===== config.mk =====
export PLATFORM = sky130hd
export DESIGN_NAME = fm_modulate
export DESIGN_NICKNAME = d
export VERILOG_FILES = /design/src/rtl/fm_modulate.sv
export SDC_FILE = /design/constraint.sdc
export NUM_CORES = 1
export LEC_CHECK = 0
export CAP_MARGIN = 20
export CORE_UTILIZATION = 55
export DETAILED_ROUTE_END_ITERATION = 7
export MAX_ROUTING_LAYER = met4
export PLACE_DENSITY = 0.91
export SLEW_MARGIN = 15
export SYNTH_ARGS = -nofsm -noshare
export SYNTH_HDL_FRONTEND = slang
export SYNTH_SLANG_ARGS = --single-unit

===== constraint.sdc =====
create_clock -name clk -period 10.5 [get_ports clk]
set_input_delay 3.15 -clock clk [delete_from_list [all_inputs] [get_ports clk]]
set_output_delay 3.15 -clock clk [all_outputs]
set_load 0.01 [all_outputs]

===== src/rtl/fm_modulate.sv =====
// fm_modulate: baseband FM modulator.
// Pops signed audio samples from an upstream first-word-fall-through FIFO,
// integrates them into a wrapping phase accumulator, and maps the phase
// through a quarter-wave sine table to a cos/sin pair. That pair is written
// as I/Q into two downstream FIFOs in lock-step.
//
// Ports:
//   clk         - sole clock
//   reset       - asynchronous, active-high reset
//   audio_in    - audio sample, Q.BITS signed, valid when audio_empty = 0
//   audio_empty - upstream FIFO empty
//   audio_rd_en - upstream pop strobe (decode of state + flags)
//   real_out    - I sample, cos(phase) in Q.BITS, registered
//   real_wr_en  - I FIFO write strobe
//   real_full   - I FIFO full
//   imag_out    - Q sample, sin(phase) in Q.BITS, registered
//   imag_wr_en  - Q FIFO write strobe, always equal to real_wr_en
//   imag_full   - Q FIFO full
module fm_modulate #(
    parameter int unsigned DATA_SIZE = 32,
    parameter int unsigned BITS      = 10,
    parameter int unsigned PHASE_W   = 16,
    parameter int unsigned FREQ_GAIN = 8192
) (
    input  logic                 clk,
    input  logic                 reset,
    input  logic [DATA_SIZE-1:0] audio_in,
    input  logic                 audio_empty,
    output logic                 audio_rd_en,
    output logic [DATA_SIZE-1:0] real_out,
    output logic                 real_wr_en,
    input  logic                 real_full,
    output logic [DATA_SIZE-1:0] imag_out,
    output logic                 imag_wr_en,
    input  logic                 imag_full
);

    localparam int unsigned PROD_W = 2 * DATA_SIZE;
    localparam int unsigned IDX_W  = 8;
    // Table magnitudes reach 2^10, so one extra bit plus a sign bit.
    localparam int unsigned MAG_W  = 11;
    localparam int unsigned SIN_W  = MAG_W + 1;

    typedef enum logic [1:0] {
        S_READ   = 2'd0,
        S_PHASE  = 2'd1,
        S_LOOKUP = 2'd2,
        S_WRITE  = 2'd3
    } state_t;

    state_t                       r_state;
    logic signed [DATA_SIZE-1:0]  r_sample;
    logic [PHASE_W-1:0]           r_phase;
    logic signed [DATA_SIZE-1:0]  r_cos;
    logic signed [DATA_SIZE-1:0]  r_sin;

    logic signed [PROD_W-1:0]     w_prod;
    logic [PHASE_W-1:0]           w_inc;
    logic [IDX_W-1:0]             w_idx;
    logic [IDX_W-1:0]             w_cos_idx;
    logic signed [SIN_W-1:0]      w_sin;
    logic signed [SIN_W-1:0]      w_cos;
    logic                         w_write;

    // Quarter-wave table: round(sin(pi/2 * k/64) * 1024), k = 0..64.
    function automatic logic [MAG_W-1:0] sin_lut(input logic [6:0] k);
        logic [MAG_W-1:0] v;
        case (k)
            7'd0:  v = 11'd0;    7'd1:  v = 11'd25;   7'd2:  v = 11'd50;
            7'd3:  v = 11'd75;   7'd4:  v = 11'd100;  7'd5:  v = 11'd125;
            7'd6:  v = 11'd150;  7'd7:  v = 11'd175;  7'd8:  v = 11'd200;
            7'd9:  v = 11'd224;  7'd10: v = 11'd249;  7'd11: v = 11'd273;
            7'd12: v = 11'd297;  7'd13: v = 11'd321;  7'd14: v = 11'd345;
            7'd15: v = 11'd369;  7'd16: v = 11'd392;  7'd17: v = 11'd415;
            7'd18: v = 11'd438;  7'd19: v = 11'd460;  7'd20: v = 11'd483;
            7'd21: v = 11'd505;  7'd22: v = 11'd526;  7'd23: v = 11'd548;
            7'd24: v = 11'd569;  7'd25: v = 11'd590;  7'd26: v = 11'd610;
            7'd27: v = 11'd630;  7'd28: v = 11'd650;  7'd29: v = 11'd669;
            7'd30: v = 11'd688;  7'd31: v = 11'd706;  7'd32: v = 11'd724;
            7'd33: v = 11'd742;  7'd34: v = 11'd759;  7'd35: v = 11'd775;
            7'd36: v = 11'd792;  7'd37: v = 11'd807;  7'd38: v = 11'd822;
            7'd39: v = 11'd837;  7'd40: v = 11'd851;  7'd41: v = 11'd865;
            7'd42: v = 11'd878;  7'd43: v = 11'd891;  7'd44: v = 11'd903;
            7'd45: v = 11'd915;  7'd46: v = 11'd926;  7'd47: v = 11'd936;
            7'd48: v = 11'd946;  7'd49: v = 11'd955;  7'd50: v = 11'd964;
            7'd51: v = 11'd972;  7'd52: v = 11'd980;  7'd53: v = 11'd987;
            7'd54: v = 11'd993;  7'd55: v = 11'd999;  7'd56: v = 11'd1004;
            7'd57: v = 11'd1009; 7'd58: v = 11'd1013; 7'd59: v = 11'd1016;
            7'd60: v = 11'd1019; 7'd61: v = 11'd1021; 7'd62: v = 11'd1023;
            7'd63: v = 11'd1024; 7'd64: v = 11'd1024;
            default: v = 11'd0;
        endcase
        return v;
    endfunction

    // Full-circle sine from the quarter table: bit 6 mirrors, bit 7 negates.
    function automatic logic signed [SIN_W-1:0] full_sin(input logic [IDX_W-1:0] idx);
        logic [6:0]       k;
        logic [MAG_W-1:0] mag;
        k   = idx[6] ? (7'd64 - {1'b0, idx[5:0]}) : {1'b0, idx[5:0]};
        mag = sin_lut(k);
        return idx[7] ? -$signed({1'b0, mag}) : $signed({1'b0, mag});
    endfunction

    // Phase increment: signed full-width product, arithmetic shift, low bits wrap.
    assign w_prod = $signed({{DATA_SIZE{r_sample[DATA_SIZE-1]}}, r_sample})
                  * $signed(PROD_W'(FREQ_GAIN));
    assign w_inc  = PHASE_W'(w_prod >>> BITS);

    // Cosine is the sine a quarter turn ahead; 8-bit index wraps naturally.
    assign w_idx     = r_phase[PHASE_W-1 -: IDX_W];
    assign w_cos_idx = w_idx + 8'd64;
    assign w_sin     = full_sin(w_idx);
    assign w_cos     = full_sin(w_cos_idx);

    // Strobes are forced low while reset is held so nothing leaks out mid-reset.
    assign audio_rd_en = !reset && (r_state == S_READ) && !audio_empty;
    assign w_write     = !reset && (r_state == S_WRITE) && !real_full && !imag_full;
    assign real_wr_en  = w_write;
    assign imag_wr_en  = w_write;

    assign real_out = r_cos;
    assign imag_out = r_sin;

    // Sequencer and datapath registers.
    always_ff @(posedge clk or posedge reset) begin
        if (reset) begin
            r_state  <= S_READ;
            r_sample <= '0;
            r_phase  <= '0;
            r_cos    <= '0;
            r_sin    <= '0;
        end else begin
            case (r_state)
                S_READ: begin
                    if (!audio_empty) begin
                        r_sample <= $signed(audio_in);
                        r_state  <= S_PHASE;
                    end
                end
                S_PHASE: begin
                    r_phase <= r_phase + w_inc;
                    r_state <= S_LOOKUP;
                end
                S_LOOKUP: begin
                    r_sin   <= DATA_SIZE'(w_sin);
                    r_cos   <= DATA_SIZE'(w_cos);
                    r_state <= S_WRITE;
                end
                S_WRITE: begin
                    if (!real_full && !imag_full) begin
                        r_state <= S_READ;
                    end
                end
                default: r_state <= S_READ;
            endcase
        end
    end

endmodule

* Yosys cells after proc, flatten, opt, wreduce, memory -nomap -nowiden
Memory sizes are Yosys's and may differ from the RTL's.
Index checks and enable logic that the tools add are counted.
** Word-level totals
- Bits in registers :: 55
- Bits in read-only memories :: 2816
- Bits of input ports :: 37
- Output and inout port bits :: 67
- Word-level logic and storage cells :: 39
- Memories kept :: 2
** Cells by class
- $add $sub $neg :: 6
- Equality and inequality tests :: 5
- Multiplexer cells :: 7
- Bitwise logic cells :: 1
- Reduce and logical (&&, ||, !) cells :: 13
** Memory list
- (no name shown) :: depth 128, bits a word 11, rd ports 1, clocked after memory_dff 0, wr ports 0, RTL line 68 : case (k)
- (no name shown) :: depth 128, bits a word 11, rd ports 1, clocked after memory_dff 0, wr ports 0, RTL line 68
** Operator list (number)
- $mux W12 :: 2
- $neg A11 Y12 :: 2
- $add A16 B16 Y16 :: 1
- $mux W7 :: 2
- $sub A7 B6 Y7 const A :: 2
- $add A8 B7 Y8 const B :: 1
- $pmux W2 S4 :: 1
- $logic_and A1 B1 Y1 :: 6
- $eq A2 B2 Y1 const B :: 2
- $logic_not A1 Y1 :: 4
- $mux W2 :: 2
- $reduce_and A2 Y1 :: 2
- $eq A2 B1 Y1 const B :: 1
- $logic_not A2 Y1 :: 1
- $ne A2 B1 Y1 const B :: 1
- $ne A2 B2 Y1 const B :: 1
- $not A1 Y1 :: 1

* Depth between registers and ports, before layout
Gate-level depths: netlist (run 1).
An unclocked memory read counts as a cell.
- Word-level depth :: 6
- Depth in mapped cells :: 19
- Depth with buffers taken out :: 17

* Worst setup path after synthesis (run 1)
No wires, ideal clock.
- Path kind :: input to output
- Start :: input port reset
- End :: output port audio_rd_en
- Arrival time :: 4.555 ns
- Data required time :: 7.350 ns
- Path slack :: 2.795 ns
- Stages :: 2
- Buffers on the path :: 0
- Path through :: inv_1 > and2_1
** On the way
- Word-level cells in the longest chain between the ends :: 3
** RTL lines
- start, declared :: RTL line 26 : input logic reset,
- $logic_not A1 Y1 (no source line)
- $logic_and A1 B1 Y1 (2 in series) :: RTL line 117 : assign audio_rd_en = !reset && (r_state == S_READ) && !audio_empty;
- end, declared :: RTL line 29 : output logic audio_rd_en,
Every way passes these cells.

* Final worst setup path (run 1)
Ends and elaborated chain as after synthesis.

==> impl_metrics.tcl, run 1 <==
set metrics [dict create \
    cts_buffers 5 \
    area_delta_synth_final_pct 8.79 \
    synth_warnings 0 \
    fp.dieW_um 111 \
    ys_ff_latch 52 \
    ant_nets 0 \
    drtIter0Drc 1003 \
    yosysSeqAreaShare_pct 19.7 \
    seq_area_um2 1300 \
    cts_root_buffer "clkbuf_16" \
    hold_buffers 0 \
    wirelength_um 18500 \
    gp_congestion 1.02 \
    synth_edf_count 0 \
    port_buffers 84 \
    fin_skew_ps 11.1 \
    core_um2 11600 \
    postCtsResizedCells 0 \
    slowest_delay_ps 530 \
    firstDrtPassIters 8 \
    antennaDiodeCount 0 \
    die_h_um 111 \
    grt_first_pass_wirelength_um 30100 \
    synthFlopType "dfrtp_1" \
    violations "DRC" \
    htreeDepth 2 \
    grt_max_degree 54 \
    final_cell_mix "84 x clkdlybuf4s50_1, 63 x nor2_1, 62 x a21oi_1" \
    clk-insertion-delay-late_ps 300 \
    mostFrequentLayoutCell "clkdlybuf4s50_1" \
    hold_viol 0 \
    cp_max_fo 53 \
    rows 39 \
    cts_tree "yes" \
    wire_per_inst_um 19.4 \
    status "finished with violations" \
    cts_buffer_depth 2 \
    crit_slowest_cell "buf_4" \
    syn_inst 815 \
    syn_area_um2 6590 \
    drc 2 \
    dp_hpwl_um 13100 \
    post-cts-setup-buffers 0 \
    vias 6453 \
    cap_violations 0 \
    setup_viol 0 \
    end_kind "primary output" \
    via_per_inst 6.77 \
    overflow 0 \
    period_needed_ps 8100 \
    crit_arrival_ps 4950 \
    hold_class "flop to flop" \
    fmax_mhz 124 \
    avgSynthCellArea_um2 8.08 \
    multiInputGateArea_um2 4500 \
    crit_top_cell "clkdlybuf4s50_1" \
    maxSlewViolCount 0 \
    maxSlewHeadroom_pct 30.8 \
    start_util_pct 57.0 \
    synthArstFlopShare_pct 100 \
    rsz0062_at_grt "no" \
    n_fill_cell 949 \
    grt_usage_pct 30.5 \
    start_kind "input port" \
    clk_pin_slew_ps 70 \
    path_class "input port to primary output" \
    cp_top_family "buffers and inverters" \
    finalCritPeriodShare_pct 77.1 \
    pin_count 104 \
    path_buf_inv 4 \
    clock_sinks 52 \
    critPathRequiredTime_ps 7350 \
    grt_pass1_vias 6014 \
    worst_pin_slew_ps 1030 \
    synth.distinct_cells 100 \
    antenna_found_initial 0 \
    synth_nets 891 \
    design.die.area_um2 12400 \
    nets 885 \
    path_cells "clkdlybuf4s50_1 > inv_2 > buf_4 > and2_1 > clkdlybuf4s50_1" \
    fin_tns_setup_ps 0 \
    layout-drive-gt1-share_pct 10.4 \
]
==> Yosys cell counts, types with 6 or more instances <==
| master | count | area [um2] |
|---|---|---|
| mux2_2 | 23 | 259 |
| buf_4 | 49 | 368 |
| buf_6 | 6 | 67.6 |
| o21a_1 | 6 | 45.0 |
| a221oi_1 | 6 | 52.6 |
| nand2_1 | 50 | 188 |
| a21oi_1 | 62 | 310 |
| a31oi_1 | 13 | 81.3 |
| clkbuf_1 | 25 | 93.8 |
| o2111ai_1 | 8 | 70.1 |
| nor2b_1 | 15 | 93.8 |
| or3_1 | 8 | 50.1 |
| xor2_1 | 7 | 61.3 |
| nor3_1 | 21 | 105 |
| a2111oi_0 | 6 | 52.6 |
| buf_2 | 24 | 120 |
| o211ai_1 | 11 | 82.6 |
| nand3_1 | 26 | 130 |
| a21o_1 | 7 | 52.6 |
| nand2b_1 | 13 | 81.3 |
| o21ai_0 | 44 | 220 |
| o221ai_1 | 8 | 70.1 |
| o22ai_1 | 7 | 43.8 |
| nor2_1 | 63 | 236 |
| ha_1 | 38 | 475 |
| inv_1 | 25 | 93.8 |
| dfrtp_1 | 52 | 1300 |
| mux2i_1 | 9 | 90.1 |
| xnor2_1 | 24 | 210 |
| a211oi_1 | 17 | 128 |
==> state kept, by name, indices dropped and copies added, names as in the netlist <==
name      flops
r_state       2
imag_out     12
r_sample     13
r_phase      13
real_out     12
==> cells by family (layout without fill, tap and decap cells) <==
| logic type | after synthesis | count (layout) | share of synthesized area [%] |
|---|---|---|---|
| mux | 32 | 32 | 5.30 |
| compound gates | 274 | 274 | 30.3 |
| simple gates | 247 | 247 | 20.1 |
| buf+inv | 136 | 131 | 11.9 |
| xor+xnor | 33 | 33 | 4.79 |
| flops | 52 | 52 | 19.7 |
| fa+ha+maj | 41 | 41 | 7.82 |
==> metal layers <==
layer  GRT usage, %  vias to the layer above  part of all wire (%)
li1               -                     3001                     -
met1           36.9                     3020                    40
met2           50.6                      353                    49
met3           4.25                       79                   7.3
met4           13.5                        0                   3.9
met5              -                        -                     0
==> cell type report <==
class | count | share of cell area, %
repair buffers | 96 | 13.0
clock buffers | 5 | 1.75
multi-input cells | 627 | 62.8
inverters | 27 | 1.41
well taps | 143 | 2.50
clock inverters | 3 | 0.384
flip-flops and latches | 52 | 18.2
==> stage by stage <==
step / util [%] / hold slack (ps) / instance area (um2) / cells / setup WS [ps]
after floorplan: - / 485 / 6590 / 815 / 2800
after global placement: 60.7 / 465 / 7020 / 945 / 2380
after detailed placement: 60.7 / 492 / 7020 / 945 / 2360
after CTS: 62.0 / 506 / 7170 / 953 / 2360
after global routing: 62.0 / 513 / 7170 / 953 / 2260
final: 62.0 / 494 / 7170 / 953 / 2400
==> final timing paths <==
kind | slack, ps | depth (start not counted) | from | endpoint
min reg2reg | 490 | 1 | imag_out[1]$_DFFE_PP0P_ | imag_out[1]$_DFFE_PP0P_
max reg2reg | 5250 | 16 | r_phase[8]$_DFFE_PP0N_ | real_out[10]$_DFFE_PP0P_
max in group asynchronous | 6650 | 3 | reset | r_phase[10]$_DFFE_PP0N_
min | 490 | 1 | imag_out[1]$_DFFE_PP0P_ | imag_out[1]$_DFFE_PP0P_
min in group asynchronous | 3380 | 3 | reset | real_out[9]$_DFFE_PP0P_
max | 2400 | 5 | reset | audio_rd_en
==> worst reg2reg max path, delay by kind of cell (launching register included) <==
family	cells	cell delay (ps)
flip-flops	1	380
adder cells (fa/ha/maj)	3	1220
XOR/XNOR	1	120
AO/OA/AOI/OAI	5	1440
buffers and inverters	2	540
AND/OR/NAND/NOR	4	1140
multiplexers	1	300
Power of run 1 is left out: the tool's default activity adds up to more than one toggle a clock period on the data nets, which glitch-free logic cannot reach.
==> run 2, diff against run 1 <==
- CORE_UTILIZATION: 55 -> 51
- PLACE_DENSITY: 0.91 -> 0.89
- clock period: 10.5 -> 7.3 ns (I/O delays scaled with it)
==> impl_metrics.tcl, run 2 (synthesis gave the netlist of run 1 again) <==
set metrics [dict create \
    worst_pin_slew_ps 1030 \
    maxSlewHeadroom_pct 31.0 \
    antenna_found_initial 0 \
    drtIter0Drc 1021 \
    mostFrequentLayoutCell "clkdlybuf4s50_1" \
    vias 6468 \
    nets 889 \
    setup_viol 0 \
    top_regs "r_phase: 13 flops, r_sample: 13 flops" \
    hold_ws_ps 505 \
    rrSetupSlack_ps 2520 \
    finalCritPeriodShare_pct 81.2 \
    critPathRequiredTime_ps 5110 \
    multiInputGateArea_um2 4500 \
    drc 0 \
    overflow 0 \
    via_per_inst 6.56 \
    rsz0062_at_grt "no" \
    final_cell_mix "84 x clkdlybuf4s50_1, 63 x nor2_1, 62 x a21oi_1" \
    grt_usage_pct 28.5 \
    wire_per_inst_um 18.7 \
    gp_congestion 0.984 \
    hold_buffers 0 \
    antennaDiodeCount 0 \
    cts_tree "yes" \
    core_um2 12600 \
    clk-insertion-delay-late_ps 300 \
    firstDrtPassIters 8 \
    port_buffers 84 \
    layout-drive-gt1-share_pct 10.8 \
    period_needed_ps 5920 \
    hold_class "flop to flop" \
    worst-r2r-cell-count 16 \
    r2r-end "real_out[10]$_DFFE_PP0P_" \
    fin_tns_setup_ps 0 \
    seq_area_um2 1300 \
    design.die.area_um2 13400 \
    die_h_um 116 \
    area_delta_synth_final_pct 9.82 \
    ant_nets 0 \
    cts_buffer_depth 2 \
    wirelength_um 18400 \
    post-cts-setup-buffers 0 \
    status "finished clean" \
    rows 41 \
    grt_first_pass_wirelength_um 29600 \
    pin_count 104 \
    grt_pass1_vias 5961 \
    clock_sinks 52 \
    endpoint "audio_rd_en" \
    htreeDepth 2 \
    postCtsResizedCells 0 \
    clk_pin_slew_ps 70 \
    critPathLaunch "audio_empty" \
    cts_root_buffer "clkbuf_16" \
    hold_viol 0 \
    maxSlewViolCount 0 \
    grt_max_degree 57 \
    fp.dieW_um 116 \
    n_fill_cell 1138 \
    dp_hpwl_um 13100 \
    end_kind "primary output" \
    start_util_pct 52.2 \
    crit_arrival_ps 3730 \
    fmax_mhz 169 \
    cp_max_fo 15 \
    cap_violations 0 \
    fin_skew_ps 9.48 \
    path_class "input port to primary output" \
    r2r_start "r_phase[8]$_DFFE_PP0N_" \
    cts_buffers 5 \
    start_kind "input port" \
]
## run 2: cell types whose count changed in the layout (fill, tap and decap cells not counted), sizes merged
cell  delta
buf      +4
## run 2: stage by stage
stage	utilization, %	instances	setup slack (ps)	instance area, um2
2_1_floorplan	-	815	1520	6590
3_3_place_gp	56.1	977	1440	7070
3_5_place_dp	56.1	977	1400	7070
4_1_cts	57.2	985	1380	7220
5_1_grt	57.3	986	1270	7240
6_report	57.3	986	1380	7240
## run 2: worst min-delay path by stage
| stage | depth (start not counted) | endpoint | from | slack [ps] |
|---|---|---|---|---|
| finish | 1 | imag_out[6]$_DFFE_PP0P_ | imag_out[6]$_DFFE_PP0P_ | 510 |
| global route | 1 | r_phase[5]$_DFFE_PP0N_ | r_phase[5]$_DFFE_PP0N_ | 540 |
| CTS | 1 | imag_out[6]$_DFFE_PP0P_ | imag_out[6]$_DFFE_PP0P_ | 500 |
| detailed placement | 1 | imag_out[6]$_DFFE_PP0P_ | imag_out[6]$_DFFE_PP0P_ | 480 |
| global placement | 1 | imag_out[6]$_DFFE_PP0P_ | imag_out[6]$_DFFE_PP0P_ | 480 |
| floorplan | 1 | r_phase[3]$_DFFE_PP0N_ | r_phase[3]$_DFFE_PP0N_ | 480 |
## run 2: per-layer routing
layer	share of wire [%]	track usage (%)	vias up	routed length, um
met1	42	36.6	3106	7670
li1	-	-	2996	-
met3	7.0	3.40	55	1300
met2	48	45.8	311	8880
met4	3.2	10.9	0	592
met5	0	-	-	0
## run 2: critical path, cell delays in order
cell             delay [ps]
clkdlybuf4s50_1         430
nor2b_1                 160
buf_4                   240
and2_1                  160
clkdlybuf4s50_1         540
## run 2: final cells by class
type                            instances  share of cell area (%)
Tap cell                              172                    2.97
Clock inverter                          3                   0.294
Timing Repair Buffer                  100                    13.4
Sequential cell                        52                    18.0
Multi-Input combinational cell        627                    62.2
Clock buffer                            5                    1.73
Inverter                               27                    1.40
Power of run 2 is left out for the same reason.
==> run 3, diff against run 2 <==
- CORE_UTILIZATION: 51 -> 55
- PLACE_DENSITY: 0.89 -> 0.91
- clock period: 7.3 -> 6.16 ns (I/O delays scaled with it)
==> impl_metrics.tcl, run 3 (synthesis gave the netlist of run 1 again) <==
set metrics [dict create \
    rows 39 \
    layout-drive-gt1-share_pct 10.6 \
    status "finished with violations" \
    top_regs "r_phase: 13 flops, r_sample: 13 flops" \
    hold_start "imag_out[6]$_DFFE_PP0P_" \
    utilization_pct 62.1 \
    critPathRequiredTime_ps 4310 \
    n_fill_cell 955 \
    path_class "input port to primary output" \
    clk-insertion-delay-late_ps 300 \
    wire_per_inst_um 19.6 \
    ant_nets 0 \
    fin_tns_setup_ps 0 \
    area_delta_synth_final_pct 9.00 \
    fmax_mhz 192 \
    maxSlewViolCount 0 \
    start_util_pct 57.0 \
    vias 6413 \
    cts_buffer_depth 2 \
    drc 2 \
    antenna_found_initial 0 \
    design.die.area_um2 12400 \
    maxSlewHeadroom_pct 22.7 \
    fp.dieW_um 111 \
    cts_root_buffer "clkbuf_16" \
    start_kind "input port" \
    grt_usage_pct 30.9 \
    critPathLaunch "audio_empty" \
    slowest_delay_ps 540 \
    cp_max_fo 15 \
    core_um2 11600 \
    firstDrtPassIters 8 \
    cp_top_family "buffers and inverters" \
    hold_class "flop to flop" \
    period_needed_ps 5200 \
    gp_congestion 1.00 \
    dp_hpwl_um 13300 \
    hold_ws_ps 498 \
    port_buffers 84 \
    mostFrequentLayoutCell "clkdlybuf4s50_1" \
    via_per_inst 6.72 \
    r2r_start "r_phase[8]$_DFFE_PP0N_" \
    hold_viol 0 \
    fin_skew_ps 6.76 \
    setup_viol 0 \
    drtIter0Drc 978 \
    cts_buffers 5 \
    post-cts-setup-buffers 0 \
    rsz0062_at_grt "no" \
    end_kind "primary output" \
    violations "DRC" \
    cap_violations 0 \
    overflow 0 \
    final_cell_mix "84 x clkdlybuf4s50_1, 63 x nor2_1, 62 x a21oi_1" \
    clk_pin_slew_ps 70 \
    finalNonFillerCells 955 \
    htreeDepth 2 \
    path_buf_inv 3 \
    nets 887 \
    crit_top_cell "clkdlybuf4s50_1" \
    die_h_um 111 \
    grt_first_pass_wirelength_um 30600 \
    crit_slowest_cell "clkdlybuf4s50_1" \
    path_cells "clkdlybuf4s50_1 > nor2b_1 > buf_4 > and2_1 > clkdlybuf4s50_1" \
    clock_sinks 52 \
    dpl.cell_count 947 \
    grt_max_degree 53 \
    pin_count 104 \
    postCtsResizedCells 0 \
    wirelength_um 18700 \
    hold_buffers 0 \
    grt_pass1_vias 6141 \
    worst_pin_slew_ps 1150 \
    cts_tree "yes" \
    antennaDiodeCount 0 \
    finalCritPeriodShare_pct 84.5 \
    crit_arrival_ps 3360 \
]
## run 3: changes by cell type in the layout (fill, tap and decap cells not counted), sizes merged
cell,delta
buf,-2
clkinv,-1
clkinvlp,+1
## run 3: stage by stage
step | setup WS (ps) | area (um2)
after CTS | 942 | 7180
after floorplan | 1060 | 6590
final | 956 | 7180
after global placement | 985 | 7030
after global routing | 871 | 7180
after detailed placement | 964 | 7030
## run 3: worst reg2reg max path, stage by stage, from the launching register on
cell	delay [ps]
dfrtp_1	380
inv_1	420
ha_1	300
buf_4	280
or3b_1	510
a211o_1	590
a311oi_1	480
o21ai_0	200
nand2_1	180
ha_1	170
nor3b_1	260
nand4b_1	280
or4_1	570
a31oi_1	160
## run 3: final timing paths
| kind | end | slack, ps | depth (start not counted) |
|---|---|---|---|
| max in group asynchronous | r_phase[10]$_DFFE_PP0N_ | 3570 | 3 |
| hold / removal | imag_out[6]$_DFFE_PP0P_ | 500 | 1 |
| setup / recovery | audio_rd_en | 960 | 5 |
| min in group asynchronous | real_out[4]$_DFFE_PP0P_ | 2120 | 3 |
| setup reg to reg | imag_out[8]$_DFFE_PP0P_ | 1300 | 13 |
| hold reg to reg | imag_out[6]$_DFFE_PP0P_ | 500 | 1 |
## run 3: layout make-up
type	instances	area [um2]	share of cell area (%)
Tap cell	143	179	2.49
Clock buffer	5	125	1.74
Multi-Input combinational cell	627	4500	62.7
Sequential cell	52	1300	18.2
Timing Repair Buffer	98	946	13.2
Clock inverter	3	26.3	0.366
Inverter	27	101	1.41
## run 3: routing by layer
metal | track usage (%) | vias up | wire, um
li1 | - | 2988 | -
met1 | 37.9 | 3001 | 7770
met2 | 50.7 | 340 | 8920
met3 | 4.25 | 84 | 1250
met4 | 14.0 | 0 | 798
met5 | - | - | 0
Power of run 3 is left out for the same reason.
